[config.mk]
export PLATFORM = sky130hd
export DESIGN_NAME = countdown_timer
export DESIGN_NICKNAME = d
export VERILOG_FILES = /design/src/rtl/timer_pkg.sv /design/src/rtl/mod_down_counter.sv /design/src/rtl/countdown_timer.sv
export SDC_FILE = /design/constraint.sdc
export NUM_CORES = 1
export LEC_CHECK = 0
export BUFFER_PORTS_ARGS = -buffer_cell sky130_fd_sc_hd__buf_2
export CELL_PAD_IN_SITES_DETAIL_PLACEMENT = 1
export CELL_PAD_IN_SITES_GLOBAL_PLACEMENT = 1
export CORE_MARGIN = 4
export CORE_UTILIZATION = 40
export DETAILED_ROUTE_END_ITERATION = 6
export PLACE_DENSITY_LB_ADDON = 0.1
export SLEW_MARGIN = 15
export SYNTH_ARGS = -nofsm -noshare
export SYNTH_HDL_FRONTEND = slang
export SYNTH_HIERARCHICAL = 1
export SYNTH_SLANG_ARGS = --single-unit
export TNS_END_PERCENT = 20
[constraint.sdc]
create_clock -name clk -period 3.8 [get_ports clk]
set_clock_uncertainty 0.15 [all_clocks]
set_input_delay 0.38 -clock clk [delete_from_list [all_inputs] [get_ports clk]]
set_output_delay 0.38 -clock clk [all_outputs]
set_load 0.1 [all_outputs]
[src/rtl/timer_pkg.sv]
// Shared types and defaults for the MM:SS countdown timer.
package timer_pkg;

    typedef enum logic [1:0] {
        ST_IDLE   = 2'd0,
        ST_RUN    = 2'd1,
        ST_PAUSED = 2'd2,
        ST_DONE   = 2'd3
    } state_t;

    localparam int DEF_SEC_MAX = 59;
    localparam int DEF_MIN_MAX = 59;

endpackage

[src/rtl/mod_down_counter.sv]
// Modulo-(MAX+1) up/down field counter with saturating load and borrow-out.
module mod_down_counter #(
    parameter int W   = 8,
    parameter int MAX = 59,
    parameter int RST = 0
) (
    input  logic         clk,
    input  logic         rst,
    input  logic         en,
    input  logic         load,
    input  logic [W-1:0] load_val,
    input  logic         dec,
    input  logic         inc,
    output logic [W-1:0] value,
    output logic         borrow
);

    localparam logic [W-1:0] MAX_V = W'(MAX);
    localparam logic [W-1:0] RST_V = W'(RST);

    logic [W-1:0] value_q, value_d;

    // load > dec > inc; decrement from zero wraps to MAX and raises borrow
    always_comb begin
        value_d = value_q;
        if (load)
            value_d = (load_val > MAX_V) ? MAX_V : load_val;
        else if (dec)
            value_d = (value_q == '0) ? MAX_V : value_q - W'(1);
        else if (inc)
            value_d = (value_q == MAX_V) ? '0 : value_q + W'(1);
    end

    always_ff @(posedge clk) begin
        if (rst)
            value_q <= RST_V;
        else if (en)
            value_q <= value_d;
    end

    assign value  = value_q;
    assign borrow = dec && (value_q == '0);

endmodule

[src/rtl/countdown_timer.sv]
// MM:SS countdown timer: run/pause FSM, preset load, manual adjust, done pulse.
// Optional AUTO_RELOAD_EN: reload the last preset on reaching 00:00 and keep running.
module countdown_timer
    import timer_pkg::*;
#(
    parameter int W       = 8,
    parameter int SEC_MAX = DEF_SEC_MAX,
    parameter int MIN_MAX = DEF_MIN_MAX,
    parameter int RST_MIN = 0,
    parameter int RST_SEC = 59
) (
    input  logic         clk,
    input  logic         rst,
    input  logic         tick,
    input  logic         adj_tick,
    input  logic         start,
    input  logic         pause,
    input  logic         load,
    input  logic [W-1:0] load_min,
    input  logic [W-1:0] load_sec,
    input  logic         adj,
    input  logic         sel,
    output logic [W-1:0] minutes,
    output logic [W-1:0] seconds,
    output logic         running,
    output logic         done
);

    if (SEC_MAX >= 2**W || MIN_MAX >= 2**W || RST_MIN > MIN_MAX || RST_SEC > SEC_MAX) begin : g_bad_params
        $error("countdown_timer: illegal parameter combination");
    end

    state_t       state_q;
    logic         running_q, done_q;
    logic [W-1:0] min_v, sec_v;
    logic [W-1:0] ld_min, ld_sec;
    logic         cnt_zero, run_tick, hits_zero, start_go, adj_go, reload;
    logic         load_cnt, sec_borrow;

    assign cnt_zero  = (min_v == '0) && (sec_v == '0);
    assign run_tick  = !load && (state_q == ST_RUN) && !pause && tick && !cnt_zero;
    assign hits_zero = run_tick && (min_v == '0) && (sec_v == W'(1));
    assign start_go  = !load && (state_q == ST_IDLE) && start && !cnt_zero;
    assign adj_go    = !load && (state_q == ST_IDLE) && !start_go && adj && adj_tick;

`ifdef AUTO_RELOAD_EN
    localparam logic [W-1:0] MIN_MAX_V = W'(MIN_MAX);
    localparam logic [W-1:0] SEC_MAX_V = W'(SEC_MAX);

    logic [W-1:0] shadow_min_q, shadow_sec_q;

    // shadow holds the saturated preset, matching what the counters load
    always_ff @(posedge clk) begin
        if (rst) begin
            shadow_min_q <= W'(RST_MIN);
            shadow_sec_q <= W'(RST_SEC);
        end else if (load) begin
            shadow_min_q <= (load_min > MIN_MAX_V) ? MIN_MAX_V : load_min;
            shadow_sec_q <= (load_sec > SEC_MAX_V) ? SEC_MAX_V : load_sec;
        end
    end

    assign reload = hits_zero && ((shadow_min_q != '0) || (shadow_sec_q != '0));
    assign ld_min = load ? load_min : shadow_min_q;
    assign ld_sec = load ? load_sec : shadow_sec_q;
`else
    assign reload = 1'b0;
    assign ld_min = load_min;
    assign ld_sec = load_sec;
`endif

    assign load_cnt = load || reload;

    mod_down_counter #(.W(W), .MAX(SEC_MAX), .RST(RST_SEC)) u_sec (
        .clk      (clk),
        .rst      (rst),
        .en       (load_cnt || run_tick || (adj_go && sel)),
        .load     (load_cnt),
        .load_val (ld_sec),
        .dec      (run_tick),
        .inc      (adj_go && sel),
        .value    (sec_v),
        .borrow   (sec_borrow)
    );

    mod_down_counter #(.W(W), .MAX(MIN_MAX), .RST(RST_MIN)) u_min (
        .clk      (clk),
        .rst      (rst),
        .en       (load_cnt || sec_borrow || (adj_go && !sel)),
        .load     (load_cnt),
        .load_val (ld_min),
        .dec      (sec_borrow),
        .inc      (adj_go && !sel),
        .value    (min_v),
        .borrow   ()
    );

    always_ff @(posedge clk) begin
        if (rst) begin
            state_q   <= ST_IDLE;
            running_q <= 1'b0;
            done_q    <= 1'b0;
        end else begin
            done_q <= 1'b0;
            if (load) begin
                state_q   <= ST_IDLE;
                running_q <= 1'b0;
            end else begin
                case (state_q)
                    ST_IDLE: if (start_go) begin
                        state_q   <= ST_RUN;
                        running_q <= 1'b1;
                    end
                    ST_RUN: if (pause) begin
                        state_q   <= ST_PAUSED;
                        running_q <= 1'b0;
                    end else if (hits_zero) begin
                        done_q <= 1'b1;
                        if (!reload) begin
                            state_q   <= ST_DONE;
                            running_q <= 1'b0;
                        end
                    end
                    ST_PAUSED: if (start) begin
                        state_q   <= ST_RUN;
                        running_q <= 1'b1;
                    end
                    default: ;
                endcase
            end
        end
    end

    assign minutes = min_v;
    assign seconds = sec_v;
    assign running = running_q;
    assign done    = done_q;

endmodule

Yosys cells after proc, flatten, opt, wreduce, memory -nomap -nowiden:

Cells that the tools add are included.
W data, S select, Z words.

* register bits: 20
* input bits: 25
* output and inout port bits: 18
* logic and storage cells: 79

* add/sub/neg operators: 4
* order comparisons: 2
* equal/unequal tests: 8
* muxes and demuxes: 23
* bitwise gates (word level): 1
* reductions and logical operators: 36

Operator list (number)
* $mux W8: 12
* $add A8 B1 Y8 const B: 2
* $eq A8 B6 Y1 const B: 2
* $gt A8 B6 Y1 const B: 2
* $logic_and A1 B1 Y1: 16
* $logic_not A8 Y1: 2
* $sub A8 B1 Y8 const B: 2
* $reduce_bool A3 Y1: 3
* $eq A8 B1 Y1 const B: 1
* $mux W2: 4
* $pmux W2 S3: 1
* $logic_not A1 Y1: 5
* $mux W1: 5
* $logic_or A1 B1 Y1: 4
* $ne A2 B2 Y1 const B: 2
* $reduce_and A2 Y1: 2
* $reduce_and A4 Y1: 1
* $reduce_or A4 Y1: 1
* $ne A3 B3 Y1 const B: 1
* $pmux W1 S3: 1
* $eq A2 B1 Y1 const B: 1
* $eq A2 B2 Y1 const B: 1
* $logic_not A2 Y1: 1
* $reduce_or A2 Y1: 1
* $not A1 Y1: 1

Depth between registers and ports, before layout:

Gate-level depths: netlist (run 1).

* word-level depth: 12
* gate-level depth with buffers: 12
* depth with buffers taken out: 12

Modules after synthesis:

The synthesis (run 1) kept the hierarchy.

By module, submodules not included
* mod_down_counter (u_min): times used 1, cells an instance 115, area each 890.9 um2, sequential area each 160.2 um2
* mod_down_counter (u_sec): times used 1, cells an instance 107, area each 812.0 um2, sequential area each 160.2 um2
* countdown_timer: times used 1, cells an instance 44, area each 307.8 um2, sequential area each 80.1 um2

Worst setup path after synthesis (run 1):

No wires, ideal clock.

* kind: register to register
* start: register u_min.value_q[6], in the netlist u_min/value[6]
* end: register u_min.value_q[3], in the netlist u_min/value[3]
* arrival: 3.222 ns
* data required time: 3.579 ns
* setup slack: 0.358 ns
* stages on the path, launching flop included: 13
* clock period less this slack: 3.442 ns
* path through: dfxtp_1 > or4_1 > nand2b_1 > nor2_1 > nor2_1 > nand2_1 > nor4_4 > nor2_1 > o21ai_0 > o31a_1 > o21ai_0 > a311o_1 > a21oi_1

* elaborated cells between the ends (all ways): 21
* classes of those cells: eq/ne (1); mux (5); reduce/logical (15)

RTL lines
* start: declaration: RTL line mod_down_counter.sv:21 `logic [W-1:0] value_q, value_d;`
* start signal: assignment: RTL line mod_down_counter.sv:38 `value_q <= value_d;`
* $logic_not A8 Y1 (*): RTL line countdown_timer.sv:40 `assign cnt_zero = (min_v == '0) && (sec_v == '0);`
* $logic_and A1 B1 Y1 (*): RTL line countdown_timer.sv:40
* $logic_not A1 Y1 (*): RTL line countdown_timer.sv:41 `assign run_tick = !load && (state_q == ST_RUN) && !pause && tick && !cnt_zero;`
* $logic_and A1 B1 Y1 (*): RTL line countdown_timer.sv:41
* via run_tick: RTL line countdown_timer.sv:37 `logic cnt_zero, run_tick, hits_zero, start_go, adj_go, reload;`
* $logic_and A1 B1 Y1 (*): RTL line mod_down_counter.sv:42 `assign borrow = dec && (value_q == '0);`
* via sec_borrow: RTL line countdown_timer.sv:38 `logic load_cnt, sec_borrow;`
* $logic_or A1 B1 Y1 (2 in series): RTL line countdown_timer.sv:89 `.en (load_cnt || sec_borrow || (adj_go && !sel)),`
* $reduce_and A2 Y1 (no source line)

Mark *: on every way through the listed nets, which the timed path passes. The rest lies on a longest branch. The select of a mux whose other input is x is not followed.
A chain may end at the register's enable or synchronous reset.

Worst setup path in the final report (run 1):

* start: register u_min.value_q[6], in the netlist u_min/value[6]
* end: register u_min.value_q[7], in the netlist u_min/value[7]

Same word-level chain as after synthesis.

==> results of run 1 <==
[cell usage in the layout (no fill, tap or decap), types with 4 or more instances in the layout]
cell type  count
nor2_1        23
a311o_1        4
and3_1         5
a211oi_1       6
nand2_1       16
nor3_1        11
buf_2         42
nand3_1       14
a21oi_1       23
or4_1          5
o31a_1         4
ha_1           4
nor4_1         6
dfxtp_1       20
o31ai_1        5
inv_1         15
buf_4         12
o21ai_0       15
nand2b_1       5
[critical path, delay by kind of cell (launching register included)]
kind,cells,cell delay [ps]
and+or+nand+nor,7,1420
AOI/OAI and AO/OA,3,1090
DFF,1,440
buffers and inverters,1,190
[worst min-delay path by stage]
stage	from	endpoint	slack (ps)
2_1_floorplan	pause	state_q[1]	360
5_1_grt	pause	state_q[1]	250
6_report	pause	state_q[1]	220
3_3_place_gp	running	running	430
3_5_place_dp	running	running	430
4_1_cts	pause	state_q[1]	220
[routing by layer]
layer | global-route usage | wire length [um] | up-vias
met4 | 0.0515 | 90 | 0
met1 | 0.275 | 3040 | 1112
li1 | - | - | 1104
met3 | 0.0170 | 117 | 9
met2 | 0.402 | 3310 | 38
met5 | 0 | 0 | -
[state kept, by name, summed over array words and instances, names as in the netlist]
register	cells
done	1
u_min/value	8
running	1
state_q	2
u_sec/value	8
[cell type report]
class / count / area, um2 / share of cell area
clock buffers: 3 / 41.3 / 0.0179
inverters: 15 / 56.3 / 0.0244
multi-input cells: 213 / 1430 / 0.618
flip-flops and latches: 20 / 400 / 0.173
well taps: 67 / 83.8 / 0.0363
repair buffers: 54 / 300 / 0.130
[report_power, final]
part | total, uW | internal (uW) | switching (uW)
registers | 239 | 219 | 20.0
logic | 244 | 74.8 | 170
clock network | 147 | 70.9 | 76.6
[cell families after synthesis]
logic type,after synthesis,synth area share
AND/OR/NAND/NOR,112,0.340
XOR/XNOR,2,0.00871
AO/OA/AOI/OAI,92,0.317
flip-flops,20,0.199
multiplexers,3,0.0162
adder cells (fa/ha/maj),4,0.0249
buffers and inverters,33,0.0940
[metrics by stage]
| stage | setup WS (ps) | instance area [um2] | util |
|---|---|---|---|
| detailed placement | 439 | 2270 | 0.474 |
| finish | 397 | 2310 | 0.482 |
| global placement | 535 | 2270 | 0.474 |
| CTS | 410 | 2310 | 0.482 |
| floorplan | 358 | 2010 | - |
| global route | 176 | 2310 | 0.482 |
==> metrics, run 1 <==
Fill cells=643; Detailed Route WL=6.55 mm; Crit. End Element=flip-flop; routed len/inst=17.6 um; Max Buffers Root-to-Sink=2; CTS root buf=clkbuf_8; most frequent cells after synthesis=a21oi_1, nor2_1, dfxtp_1, nand2_1; Max Fclk=0.294 GHz; hold buffers post-CTS=0; r2r endpoint=u_min/value[7]; reg-to-reg critical path startpoint=u_min/value[6]; FP Rows=25; Mapped Area=2010 um2; worst-case reg-to-reg path depth=11; Post-CTS Resized=0; Slowest-stage cell, CP=o31ai_2; CP Launch Point=u_min/value[6]; Synth async-reset ratio=0; core area=4790 um2; crit start category=flip-flop; Yosys reg bits=20; Hold Vio Cnt, Final=0; vias=2263; worst-path maximum fanout=16; most frequent CP cell=nor2_1; Via density=6.08; Pwr Density=274 nW/um2; Synth Net Count=295; Synth area leader=dfxtp_1; Max H-tree Level=1; crit path kind=reg2reg; Num Clock Sinks=20; Die ar.=6230 um2; share of cells above drive strength 1=0.236; synthesized area per cell=7.56 um2; CTS tree=yes; die height=78.9 um; Yosys top cell area share=0.199; Boundary Pins=43; Critical Path AT=3420 ps; worst min path class=in2reg; clock latency on the worst-skew pair=260 ps; Initial Utilization=0.420; Max-slew headroom=0.509; Mapped Cells=266; Routed Antenna Nets=0; top_reg_cell synth=dfxtp_1; crit path cell chain=or4_1 > nand2b_1 > nor2_1 > nor2_1 > nand2_1 > nor4_4 > buf_4 > o31ai_2 > nor3_1 > a31o_1 > a22o_1; Power Total=631 uW; Finished Layout Cells=372; register area share after synthesis=0.199; CP Data Required Time=3810 ps; synth top area cells=dfxtp_1, a21oi_1, nor2_1; NumNets Final=336; Syn-to-layout area delta=14.8%; vias in the first global route=2268; gr ovfl total=0; Antenna Cells=0; number of synthesized flops with an enable pin=0; Min Hold Slack=218 ps; DP Wirelength=4.95 mm; placed insts=369; DRT iter0 DRCs=85; final worst path period share=0.895; hold path depth=2; max cap viols=0; outcome=finished, final reports clean; worst-margin pin slew=732 ps; CTS buffer count=3; static leakage=0.000885 uW; Chip Width=78.9 um; Slowest Stage Delay on Critical Path=670 ps; total track usage=0.218; Post-CTS Setup Bufs=0; IO buf count=42; RSZ-0062 raised after global routing=false; first-pass GRT wire length=11.1 mm; Residual DRC=0; Synth cell types=66; Slew Viols, Final=0; initial antenna violation count=0; fin crit period=3400 ps; setup TNS=0 ps; RePlAce Congestion=0.865; final count of negative-setup-slack endpoints=0; Worst setup endpoint=u_min/value[7]; clock slew at reported path FFs=80 ps; YS warnings=6; DRT Pass-1 Iters=5; largest net degree at the start of global routing=28; worst vdd ir=129 uV; R2R Setup Slk=400 ps
Power figures use the tool's default switching activity.
==> run 2: changes to the inputs <==
--- a/config.mk
+++ b/config.mk
@@ -7,9 +7,9 @@
 export LEC_CHECK = 0
 export BUFFER_PORTS_ARGS = -buffer_cell sky130_fd_sc_hd__buf_2
 export CELL_PAD_IN_SITES_DETAIL_PLACEMENT = 1
-export CELL_PAD_IN_SITES_GLOBAL_PLACEMENT = 1
+export CELL_PAD_IN_SITES_GLOBAL_PLACEMENT = 2
 export CORE_MARGIN = 4
-export CORE_UTILIZATION = 40
+export CORE_UTILIZATION = 31
 export DETAILED_ROUTE_END_ITERATION = 6
 export PLACE_DENSITY_LB_ADDON = 0.1
 export SLEW_MARGIN = 15
==> metrics, run 2 (same netlist as run 1, synthesis figures left out) <==
Slew Viols, Final=0; largest net degree at the start of global routing=28; Reg power frac=0.364; Psw=272 uW; vias in the first global route=2126; routed len/inst=17.8 um; DRT iter0 DRCs=95; RePlAce Congestion=0.759; Fill cells=825; share of cells above drive strength 1=0.239; Hold Vio Cnt, Final=0; initial antenna violation count=0; core area=6310 um2; Sequential Area=400 um2; worst vdd ir=130 uV; max cap viols=0; final worst path period share=0.858; switching share of power=0.412; WL met2=2.92 mm; Die ar.=7840 um2; setup TNS=0 ps; Power Total=659 uW; crit start category=flip-flop; static leakage=0.000892 uW; Boundary Pins=43; vias=2234; Max-slew headroom=0.551; Post-CTS Setup Bufs=0; outcome=finished, final reports clean; Syn-to-layout area delta=16.1%; multi-input logic area=1430 um2; Critical Path AT=3280 ps; crit path kind=reg2reg; clock latency on the worst-skew pair=270 ps; CP Data Required Time=3820 ps; Pwr Density=282 nW/um2; Chip Width=88.5 um; Via density=5.83; Num Clock Sinks=20; fin crit period=3260 ps; M1 WL=3.46 mm; top routing layer used=met4; die height=88.5 um; NumNets Final=336; Post-DP Area=2280 um2; Max Buffers Root-to-Sink=2; DP Wirelength=5.07 mm; Met3 Routed Length=386 um; Residual DRC=0; Clock power frac=0.260; CTS buffer count=3; Min Hold Slack=212 ps; Antenna Cells=0; Logic pwr share=0.376; Routed Antenna Nets=0; CTS root buf=clkbuf_8; Detailed Route WL=6.82 mm; worst-margin pin slew=667 ps; worst min path class=in2reg; Pint=387 uW; worst-path maximum fanout=18; FP Rows=29; worst setup margin=539 ps; Max H-tree Level=1; total track usage=0.177; IO buf count=42; Crit. End Element=flip-flop; CTS tree=yes; Initial Utilization=0.318; final count of negative-setup-slack endpoints=0; dpl ws=565 ps; gr ovfl total=0; clock slew at reported path FFs=90 ps; Post-CTS Resized=0; first-pass GRT wire length=10.9 mm; most frequent cells in the layout=buf_2, nor2_1, a21oi_1, dfxtp_1, nand2_1; DRT Pass-1 Iters=4; post-route cell area=2330 um2; hold buffers post-CTS=0; RSZ-0062 raised after global routing=false; R2R Setup Slk=540 ps; Max Fclk=0.307 GHz; commonest non-fill, non-tap cell in the layout=buf_2
==> run 2: cell count changes in the layout (fill, tap and decap cells not counted) <==
cell      before  now
clkbuf_8       3    4
==> run 2: routing by layer <==
layer,GRT usage,vias up
met3,0.0326,4
li1,-,1107
met2,0.271,51
met4,0.0330,0
met1,0.259,1072
met5,0,-
==> run 2: power groups by stage <==
| stage | Combinational (uW) | Clock (uW) | Sequential, uW |
|---|---|---|---|
| 3_5_place_dp | 246 | 0 | 245 |
| 4_1_cts | 248 | 180 | 240 |
| 3_3_place_gp | 247 | 0 | 244 |
| 6_report | 248 | 172 | 240 |
| 2_1_floorplan | 121 | 0 | 307 |
| 5_1_grt | 267 | 185 | 242 |
==> run 2: final timing paths <==
kind | depth (start not counted) | start | endpoint
worst max-delay path | 11 | u_min/value[6] | u_min/value[7]
worst max register to register | 11 | u_min/value[6] | u_min/value[7]
worst min register to register | 2 | state_q[0] | state_q[0]
worst min-delay path | 2 | pause | state_q[1]
==> run 2: through the flow <==
| stage | std cells | utilization |
|---|---|---|
| floorplan | 266 | - |
| global placement | 379 | 0.361 |
| detailed placement | 379 | 0.361 |
| CTS | 383 | 0.370 |
| global route | 383 | 0.370 |
| finish | 383 | 0.370 |
==> run 2: worst max-delay path, cell delays in order, from the launching register on <==
cell      delay [ps]
dfxtp_1          410
or4_1            570
nand2b_1         210
nor2_1           150
nor2_1            80
nand2_1          230
nor4_4            60
buf_4            200
o31ai_2          550
nor3_1           130
a31o_1           240
a22o_1           170
==> run 2: area by class of cell <==
cell class,count,share of cell area
multi-input combinational,213,0.611
timing repair buffer,54,0.129
inverter,15,0.0241
tap,77,0.0413
sequential,20,0.171
clock buffer,4,0.0236
==> run 3: changes to the inputs <==
==> constraint.sdc (replaced) <==
create_clock -name clk -period 3.8 [get_ports clk]
set_clock_uncertainty 0.15 [all_clocks]
set_input_delay 0.76 -clock clk [delete_from_list [all_inputs] [get_ports clk]]
set_output_delay 0.76 -clock clk [all_outputs]
set_load 0.1 [all_outputs]
==> metrics, run 3 (same netlist as run 1, synthesis figures left out) <==
RSZ-0062 raised after global routing=false; outcome=finished, final reports clean; Initial Utilization=0.318; fin crit period=3180 ps; Final Core Density=0.370; post-route cell area=2330 um2; DRT iter0 DRCs=136; worst vdd ir=131 uV; DRT Pass-1 Iters=4; Crit. End Element=flip-flop; Slew Viols, Final=0; Post-DP Area=2280 um2; Die ar.=7840 um2; DP Wirelength=4.99 mm; CP Launch Point=u_sec/value[1]; CTS root buf=clkbuf_8; worst-margin pin slew=674 ps; top routing layer used=met4; FP Rows=29; Syn-to-layout area delta=16.1%; Max-slew headroom=0.547; clock slew at reported path FFs=80 ps; static leakage=0.000891 uW; worst-case reg-to-reg path depth=12; CTS buffer count=3; crit path kind=reg2reg; IO buf count=42; Routed Antenna Nets=0; initial antenna violation count=0; Detailed Route WL=6.75 mm; Finished Layout Cells=383; Met3 Routed Length=287 um; vias in the first global route=2177; vias=2211; Chip Width=88.5 um; share of cells above drive strength 1=0.239; Hold Vio Cnt, Final=0; Boundary Pins=43; reg-to-reg critical path startpoint=u_sec/value[1]; placed insts=379; hold buffers post-CTS=0; total track usage=0.177; RePlAce Congestion=0.810; WL met2=2.90 mm; die height=88.5 um; M1 WL=3.51 mm; Pwr Density=281 nW/um2; Antenna Cells=0; Max Fclk=0.315 GHz; clock latency on the worst-skew pair=260 ps; CTS tree=yes; Residual DRC=0; Post-CTS Setup Bufs=0; Max Buffers Root-to-Sink=2; Post-CTS Resized=0; worst-path maximum fanout=18; max cap viols=0; most frequent cells in the layout=buf_2, nor2_1, a21oi_1, dfxtp_1, nand2_1; CP Data Required Time=3800 ps; Via density=5.77; Num Clock Sinks=20; final count of negative-setup-slack endpoints=0; routed len/inst=17.6 um; commonest non-fill, non-tap cell in the layout=buf_2; core area=6310 um2; r2r endpoint=u_min/value[7]; crit start category=flip-flop; final worst path period share=0.836; Worst setup endpoint=u_min/value[7]; worst min path class=reg2reg; R2R Setup Slk=620 ps; NumNets Final=336; gr ovfl total=0; first-pass GRT wire length=11.0 mm; Critical Path AT=3180 ps; largest net degree at the start of global routing=25; setup TNS=0 ps; Max H-tree Level=1
run 3: cell counts in the layout (fill, tap and decap cells not counted):
No cell type changed its count.
run 3: worst min path at each step:
| stage | from | end | slack, ps | cells after the start |
|---|---|---|---|---|
| after global routing | running | running | 480 | 3 |
| after detailed placement | running | running | 430 | 2 |
| final | running | running | 430 | 2 |
| after floorplan | state_q[0] | state_q[0] | 400 | 2 |
| after CTS | running | running | 450 | 2 |
| after global placement | running | running | 430 | 2 |
run 3: cell type report:
| type | count | area, um2 |
|---|---|---|
| fill | 822 | 3980 |
| multi-input combinational | 213 | 1430 |
| sequential | 20 | 400 |
| timing repair buffer | 54 | 300 |
| tap | 77 | 96.3 |
| inverter | 15 | 56.3 |
| clock buffer | 4 | 55.1 |
run 3: report_power, final:
| part | internal [uW] | switching, uW |
|---|---|---|
| logic | 75.6 | 172 |
| registers | 219 | 20.1 |
| clock network | 92.4 | 76.9 |
| total | 388 | 269 |
run 3: metal layers:
metal	global-route usage	vias up
li1	-	1106
met1	0.271	1054
met2	0.261	47
met3	0.0279	4
met4	0.0357	0
met5	0	-
run 3: metrics by stage:
step | power (uW) | hold slack (ps) | worst slack [ps]
2_1_floorplan | 428 | 400 | 358
4_1_cts | 668 | 453 | 607
6_report | 656 | 434 | 623
3_5_place_dp | 492 | 432 | 543
5_1_grt | 696 | 482 | 373
3_3_place_gp | 492 | 432 | 617
run 3: worst max-delay path: stages (launching register included):
cell and delay (ps):
dfxtp_1 440, or4_1 570, nand2b_1 220, nor2_1 150, nor2_1 80, nand2_1 230
nor4_4 60, buf_4 220, o31ai_2 240, buf_4 210, nor3_1 80, a31o_1 240
a22o_1 180
